$ cat config.mk
export PLATFORM = sky130hd
export DESIGN_NAME = ball_motion_ctrl
export DESIGN_NICKNAME = d
export VERILOG_FILES = /design/src/rtl/ball_pkg.sv /design/src/rtl/frame_tick_detect.sv /design/src/rtl/ball_motion_ctrl.sv
export SDC_FILE = /design/constraint.sdc
export NUM_CORES = 1
export LEC_CHECK = 0
export ABC_AREA = 1
export CAP_MARGIN = 20
export CORE_MARGIN = 3
export CORE_UTILIZATION = 40
export DETAILED_ROUTE_END_ITERATION = 7
export PLACE_DENSITY = 0.58
export SETUP_SLACK_MARGIN = 0.02
export SLEW_MARGIN = 20
export SYNTH_ARGS = -nofsm -noshare
export SYNTH_HDL_FRONTEND = slang
export SYNTH_SLANG_ARGS = --single-unit
$ cat constraint.sdc
create_clock -name Clk -period 4 [get_ports Clk]
set_clock_uncertainty 0.15 [all_clocks]
set_input_delay 1.2 -clock Clk [delete_from_list [all_inputs] [get_ports Clk]]
set_output_delay 1.2 -clock Clk [all_outputs]
set_load 0.01 [all_outputs]
$ cat src/rtl/ball_pkg.sv
// Shared types, key codes and helpers for the ball motion controller.
//   dir_t      : resolved ball direction (3 bits, driven on the dir port)
//   state_t    : frame sequencer states
//   key_to_dir : map a keyboard scan code to a direction (DIR_NONE if not W/A/S/D)
//   step_axis  : one-axis step with 11-bit arithmetic and clamping
package ball_pkg;

    localparam int unsigned POS_W  = 10;
    localparam int unsigned AXIS_W = 11;
    localparam int unsigned KEY_WIDTH = 8;

    typedef enum logic [2:0] {
        DIR_NONE  = 3'd0,
        DIR_UP    = 3'd1,
        DIR_DOWN  = 3'd2,
        DIR_LEFT  = 3'd3,
        DIR_RIGHT = 3'd4
    } dir_t;

    typedef enum logic [1:0] {
        WAIT   = 2'd0,
        DECODE = 2'd1,
        BOUND  = 2'd2,
        COMMIT = 2'd3
    } state_t;

    localparam logic [KEY_WIDTH-1:0] KEY_W = 8'h1A;
    localparam logic [KEY_WIDTH-1:0] KEY_A = 8'h04;
    localparam logic [KEY_WIDTH-1:0] KEY_S = 8'h16;
    localparam logic [KEY_WIDTH-1:0] KEY_D = 8'h07;

    // Scan code to direction; anything other than W/A/S/D yields DIR_NONE.
    function automatic dir_t key_to_dir(input logic [KEY_WIDTH-1:0] key);
        dir_t d;
        case (key)
            KEY_W:   d = DIR_UP;
            KEY_S:   d = DIR_DOWN;
            KEY_A:   d = DIR_LEFT;
            KEY_D:   d = DIR_RIGHT;
            default: d = DIR_NONE;
        endcase
        return d;
    endfunction

    // Signed 11-bit step so a decrement below zero clamps instead of wrapping.
    function automatic logic [POS_W-1:0] step_axis(
        input logic [POS_W-1:0]  pos,
        input logic              inc,
        input logic              dec,
        input logic [AXIS_W-1:0] step,
        input logic [AXIS_W-1:0] lo,
        input logic [AXIS_W-1:0] hi
    );
        logic signed [AXIS_W-1:0] v;
        v = $signed({1'b0, pos});
        if (inc) v = v + $signed(step);
        if (dec) v = v - $signed(step);
        if (v < $signed(lo))      v = $signed(lo);
        else if (v > $signed(hi)) v = $signed(hi);
        return POS_W'(v);
    endfunction

endpackage

$ cat src/rtl/frame_tick_detect.sv
// Frame start detector: 2-flop synchronizer on the asynchronous vsync followed
// by a rising-edge detector.
//   Clk      : system clock
//   Reset    : synchronous, active-high
//   async_in : asynchronous level input (VGA vsync)
//   tick     : combinational one-cycle pulse on a synchronized rising edge
module frame_tick_detect (
    input  logic Clk,
    input  logic Reset,
    input  logic async_in,
    output logic tick
);

    logic s1, s2, s3;

    // s1/s2 synchronize, s3 holds the previous synchronized level.
    always_ff @(posedge Clk) begin
        if (Reset) begin
            s1 <= 1'b0;
            s2 <= 1'b0;
            s3 <= 1'b0;
        end else begin
            s1 <= async_in;
            s2 <= s1;
            s3 <= s2;
        end
    end

    assign tick = s2 & ~s3;

endmodule

$ cat src/rtl/ball_motion_ctrl.sv
// Frame-sequenced ball motion controller. Each frame start runs
// DECODE (key arbitration) -> BOUND (wall bounce) -> COMMIT (one step).
//   Clk        : system clock
//   Reset      : synchronous, active-high
//   frame_vs   : VGA vsync (asynchronous), rising edge = frame start
//   keycode    : two key slots, slot0 = [7:0], slot1 = [15:8], 8'h00 = empty
//   BallX/BallY: ball centre position
//   BallS      : ball radius (constant SIZE)
//   dir        : current direction
//   frame_done : one-cycle pulse when BallX/BallY hold the new frame's value
module ball_motion_ctrl
    import ball_pkg::*;
#(
    parameter int unsigned X_CENTER = 320,
    parameter int unsigned Y_CENTER = 240,
    parameter int unsigned X_MIN    = 0,
    parameter int unsigned X_MAX    = 639,
    parameter int unsigned Y_MIN    = 0,
    parameter int unsigned Y_MAX    = 479,
    parameter int unsigned STEP     = 1,
    parameter int unsigned SIZE     = 4
) (
    input  logic              Clk,
    input  logic              Reset,
    input  logic              frame_vs,
    input  logic [15:0]       keycode,
    output logic [POS_W-1:0]  BallX,
    output logic [POS_W-1:0]  BallY,
    output logic [POS_W-1:0]  BallS,
    output dir_t              dir,
    output logic              frame_done
);

    localparam logic [AXIS_W-1:0] SIZE_A  = AXIS_W'(SIZE);
    localparam logic [AXIS_W-1:0] STEP_A  = AXIS_W'(STEP);
    localparam logic [AXIS_W-1:0] X_LO    = AXIS_W'(X_MIN + SIZE);
    localparam logic [AXIS_W-1:0] X_HI    = AXIS_W'(X_MAX - SIZE);
    localparam logic [AXIS_W-1:0] Y_LO    = AXIS_W'(Y_MIN + SIZE);
    localparam logic [AXIS_W-1:0] Y_HI    = AXIS_W'(Y_MAX - SIZE);
    localparam logic [AXIS_W-1:0] X_MAX_A = AXIS_W'(X_MAX);
    localparam logic [AXIS_W-1:0] Y_MAX_A = AXIS_W'(Y_MAX);

    state_t            state, state_next;
    logic              tick;
    logic              pending, pending_next;
    logic [15:0]       prev_key, prev_key_next;
    dir_t              dir_next;
    logic [POS_W-1:0]  x_next, y_next;
    logic              frame_done_next;

    logic [KEY_WIDTH-1:0] slot0, slot1;
    dir_t                 slot0_dir, slot1_dir;
    logic                 slot0_new, slot1_new;
    logic [AXIS_W-1:0]    x_ext, y_ext;

    assign BallS = POS_W'(SIZE);

    frame_tick_detect u_tick (
        .Clk      (Clk),
        .Reset    (Reset),
        .async_in (frame_vs),
        .tick     (tick)
    );

    // A slot counts only when it is a fresh W/A/S/D press not already seen last frame.
    assign slot0     = keycode[7:0];
    assign slot1     = keycode[15:8];
    assign slot0_dir = key_to_dir(slot0);
    assign slot1_dir = key_to_dir(slot1);
    assign slot0_new = (slot0 != '0) && (slot0_dir != DIR_NONE)
                    && (slot0 != prev_key[7:0]) && (slot0 != prev_key[15:8]);
    assign slot1_new = (slot1 != '0) && (slot1_dir != DIR_NONE)
                    && (slot1 != prev_key[7:0]) && (slot1 != prev_key[15:8]);

    assign x_ext = {1'b0, BallX};
    assign y_ext = {1'b0, BallY};

    // State register.
    always_ff @(posedge Clk) begin
        if (Reset) state <= WAIT;
        else       state <= state_next;
    end

    // Next-state and datapath next values.
    always_comb begin
        state_next      = state;
        pending_next    = pending;
        prev_key_next   = prev_key;
        dir_next        = dir;
        x_next          = BallX;
        y_next          = BallY;
        frame_done_next = 1'b0;

        // A frame start while busy is queued once; extra ones are dropped.
        if (state != WAIT && tick) pending_next = 1'b1;

        case (state)
            WAIT: begin
                if (tick || pending) begin
                    state_next   = DECODE;
                    pending_next = 1'b0;
                end
            end
            DECODE: begin
                prev_key_next = keycode;
                if (slot0_new)      dir_next = slot0_dir;
                else if (slot1_new) dir_next = slot1_dir;
                state_next = BOUND;
            end
            BOUND: begin
                // Bounce only off the wall the ball is heading toward.
                case (dir)
                    DIR_DOWN:  if (y_ext + SIZE_A >= Y_MAX_A)                 dir_next = DIR_UP;
                    DIR_UP:    if (y_ext <= AXIS_W'(Y_MIN) + SIZE_A)          dir_next = DIR_DOWN;
                    DIR_RIGHT: if (x_ext + SIZE_A >= X_MAX_A)                 dir_next = DIR_LEFT;
                    DIR_LEFT:  if (x_ext <= AXIS_W'(X_MIN) + SIZE_A)          dir_next = DIR_RIGHT;
                    default: ;
                endcase
                state_next = COMMIT;
            end
            COMMIT: begin
                x_next = step_axis(BallX, dir == DIR_RIGHT, dir == DIR_LEFT, STEP_A, X_LO, X_HI);
                y_next = step_axis(BallY, dir == DIR_DOWN,  dir == DIR_UP,   STEP_A, Y_LO, Y_HI);
                frame_done_next = 1'b1;
                state_next      = WAIT;
            end
            default: state_next = WAIT;
        endcase
    end

    // Datapath and output registers.
    always_ff @(posedge Clk) begin
        if (Reset) begin
            pending    <= 1'b0;
            prev_key   <= 16'h0000;
            dir        <= DIR_NONE;
            BallX      <= POS_W'(X_CENTER);
            BallY      <= POS_W'(Y_CENTER);
            frame_done <= 1'b0;
        end else begin
            pending    <= pending_next;
            prev_key   <= prev_key_next;
            dir        <= dir_next;
            BallX      <= x_next;
            BallY      <= y_next;
            frame_done <= frame_done_next;
        end
    end

endmodule

==> reports/metrics.cfg <==
[sta]
max_freq_mhz=334
final.setup.worst_slack_ps=1010
maxSlewViolCount=0
holdWs_ps=258
finalHoldViolCount=0
fin_setup_tns_ps=0
fin_crit_sh=0.748
period_needed_ps=2990
max_slew.worst_pin.slew_ps=659
relSlewSlack=0.560
setup_violations=0
rsz0062_at_grt=no

[logic_synthesis]
synth-edff-count=0
ys_top_cells_by_count=nand2_1 (228), inv_1 (76), nand3_1 (63)
yosysUniqueCellTypes=39
ys_warn_count=0
async_flop_share=0
synth_seq_cells=46
netlist_area_um2=4570
synth_area_leaders=dfxtp_1 (20%), nand2_1 (19%), nand3_1 (6.9%), inv_1 (6.2%), ha_1 (5.5%)
yosysMostFrequentCell=nand2_1
synth_top_area_frac=0.201
ys.flop_type=dfxtp_1
synth_area_per_cell_um2=6.10
synth_cells=749
synth_seq_area_share=0.201
synth_top_area_cell=dfxtp_1

[hold_path]
min_to=u_tick.s2$_SDFF_PP0_
min_path_type=flip-flop to flip-flop
holdPathStages=2
timing.hold.worst.start=u_tick.s1$_SDFF_PP0_

[clock_network]
cts_tree=built
cts_setup_buffers=0
cts.sink_count=46
cts_buffers=5
cts.path.max_buffers=2
htreeDepth=2
cts_hold_buf=0
cts_resized=0
clock_latency_ps=290
path_clk_slew_ps=70
root_buffer=clkbuf_16

[outcome]
status=complete, no violations

[critical_path]
path_cells=clkdlybuf4s50_1 > nor2_1 > nand2_1 > nor3_1 > nand2_1 > o21ai_1 > nand3b_1 > nand3_1 > nand3_1 > nand2_1 > inv_2 > nand2_1 > nand2_1 > nand2_1 > nor2_1
crit_top_cell=nand2_1
reg2reg_depth=18
crit_buf_inv=2
max_stage_delay_ps=480
cp_data_required_time_ps=4070
critical_path.slowest_cell=clkdlybuf4s50_1
reg2reg_slack_ps=1020
crit-reg2reg-launch=BallX[0]$_SDFFE_PP0P_
endpoint_kind=flip-flop
crit_arrival_ps=3060
path_delay_family=simple AND/OR/NAND/NOR gates
worstSetupPathType=primary input to flip-flop
r2r-end=BallX[5]$_SDFFE_PP0P_
startpoint=keycode[15]
path_max_fanout=4
critPathLaunchType=primary input

[placed_design]
place_ws_ps=722
placed_cells=912
port_buffers=42
gp_congestion=0.946
dpl_cell_area_um2=5040
hpwl_mm=9.55

[route]
drt_iter0_drc=279
drc=0
wl_mm=12.1
vias=4607
drt_first_pass_iters=4
wl_per_cell_um=13.2
vias_per_cell=5.01
ant_nets=0

[global_routing]
grt_pass1_vias=4411
grt_pass1_wl_mm=20.5
overflow=0
antenna_found_initial=0
grt.total_usage=0.191
grt_max_degree=23

[flow_run]
cap_violations=0

[final_layout]
n_fill_cell=1139
postLayoutCellArea_um2=5200
syn_to_final_growth_pct=13.9
final_util=0.474
stdcell_count=920
antennaDiodeCount=0
fin_nets=818
drive_gt1_frac=0.0974

[power_and_ir_drop]
p_per_area_nw_per_um2=538
vdd_drop_max_mv=0.261
p_leak_nw=2.48
finalPower_mw=2.80

[floorplanning]
coreArea_um2=11000
die_x_um=113
rows=38
die_area_um2=12700
initial_utilization=0.416
die_h_um=113
io_pins=53

layout by cell type (no fill, tap or decap), drive strengths merged, types with 10 or more instances in the layout:
cell type,Yosys,routed
nand2,252,252
inv,89,90
nor2,77,77
nand3,70,70
dfxtp,46,46
clkdlybuf4s50,0,42
o21ai,36,36
a21oi,34,34
xor2,25,25
nand4,20,20
ha,20,20
xnor2,16,16
conb,2,10
power by group:
part | internal [mW] | switching [mW]
Sequential | 0.569 | 0.195
Combinational | 0.592 | 0.956
Clock | 0.296 | 0.190
Total | 1.46 | 1.34
flip-flops by register name, summed over array words and instances (netlist names), 2 cells and up:
register,count
dir,3
BallY,10
prev_key,16
state,2
BallX,10
cells by family after synthesis:
logic type,share of synthesized area
AND/OR/NAND/NOR,0.451
adder cells (fa/ha/maj),0.0547
buffers and inverters,0.117
flip-flops,0.201
other,0.00164
XOR/XNOR,0.0786
AO/OA/AOI/OAI,0.0953
routing by layer:
layer	global-route usage	wire length, um	vias up
met5	0	0	-
met4	0.0513	171	0
met1	0.246	5750	2088
li1	-	-	2428
met3	0.0230	359	15
met2	0.336	5850	76
final cells by class:
cell class | instances | area [um2] | share of cell area
clock inverter | 3 | 43.8 | 0.00841
sequential | 46 | 921 | 0.177
inverter | 93 | 354 | 0.0680
multi-input combinational | 588 | 3140 | 0.604
clock buffer | 5 | 125 | 0.0240
tap | 140 | 175 | 0.0337
timing repair buffer | 45 | 443 | 0.0851
worst min-delay path: stages (launching register included):
cell and delay (ps):
dfxtp_1 300, inv_1 40, nor2_1 30
worst max-delay path by stage:
stage / endpoint / cells after the start
after global routing: BallX[3]$_SDFFE_PP0P_ / 18
final: dir[0]$_SDFFE_PP0P_ / 15
after floorplan: dir[0]$_SDFFE_PP0P_ / 15
after CTS: BallX[2] / 1
after global placement: dir[2]$_SDFFE_PP0P_ / 14
after detailed placement: dir[2]$_SDFFE_PP0P_ / 15
Note: power is estimated with default switching activity, not from simulation.
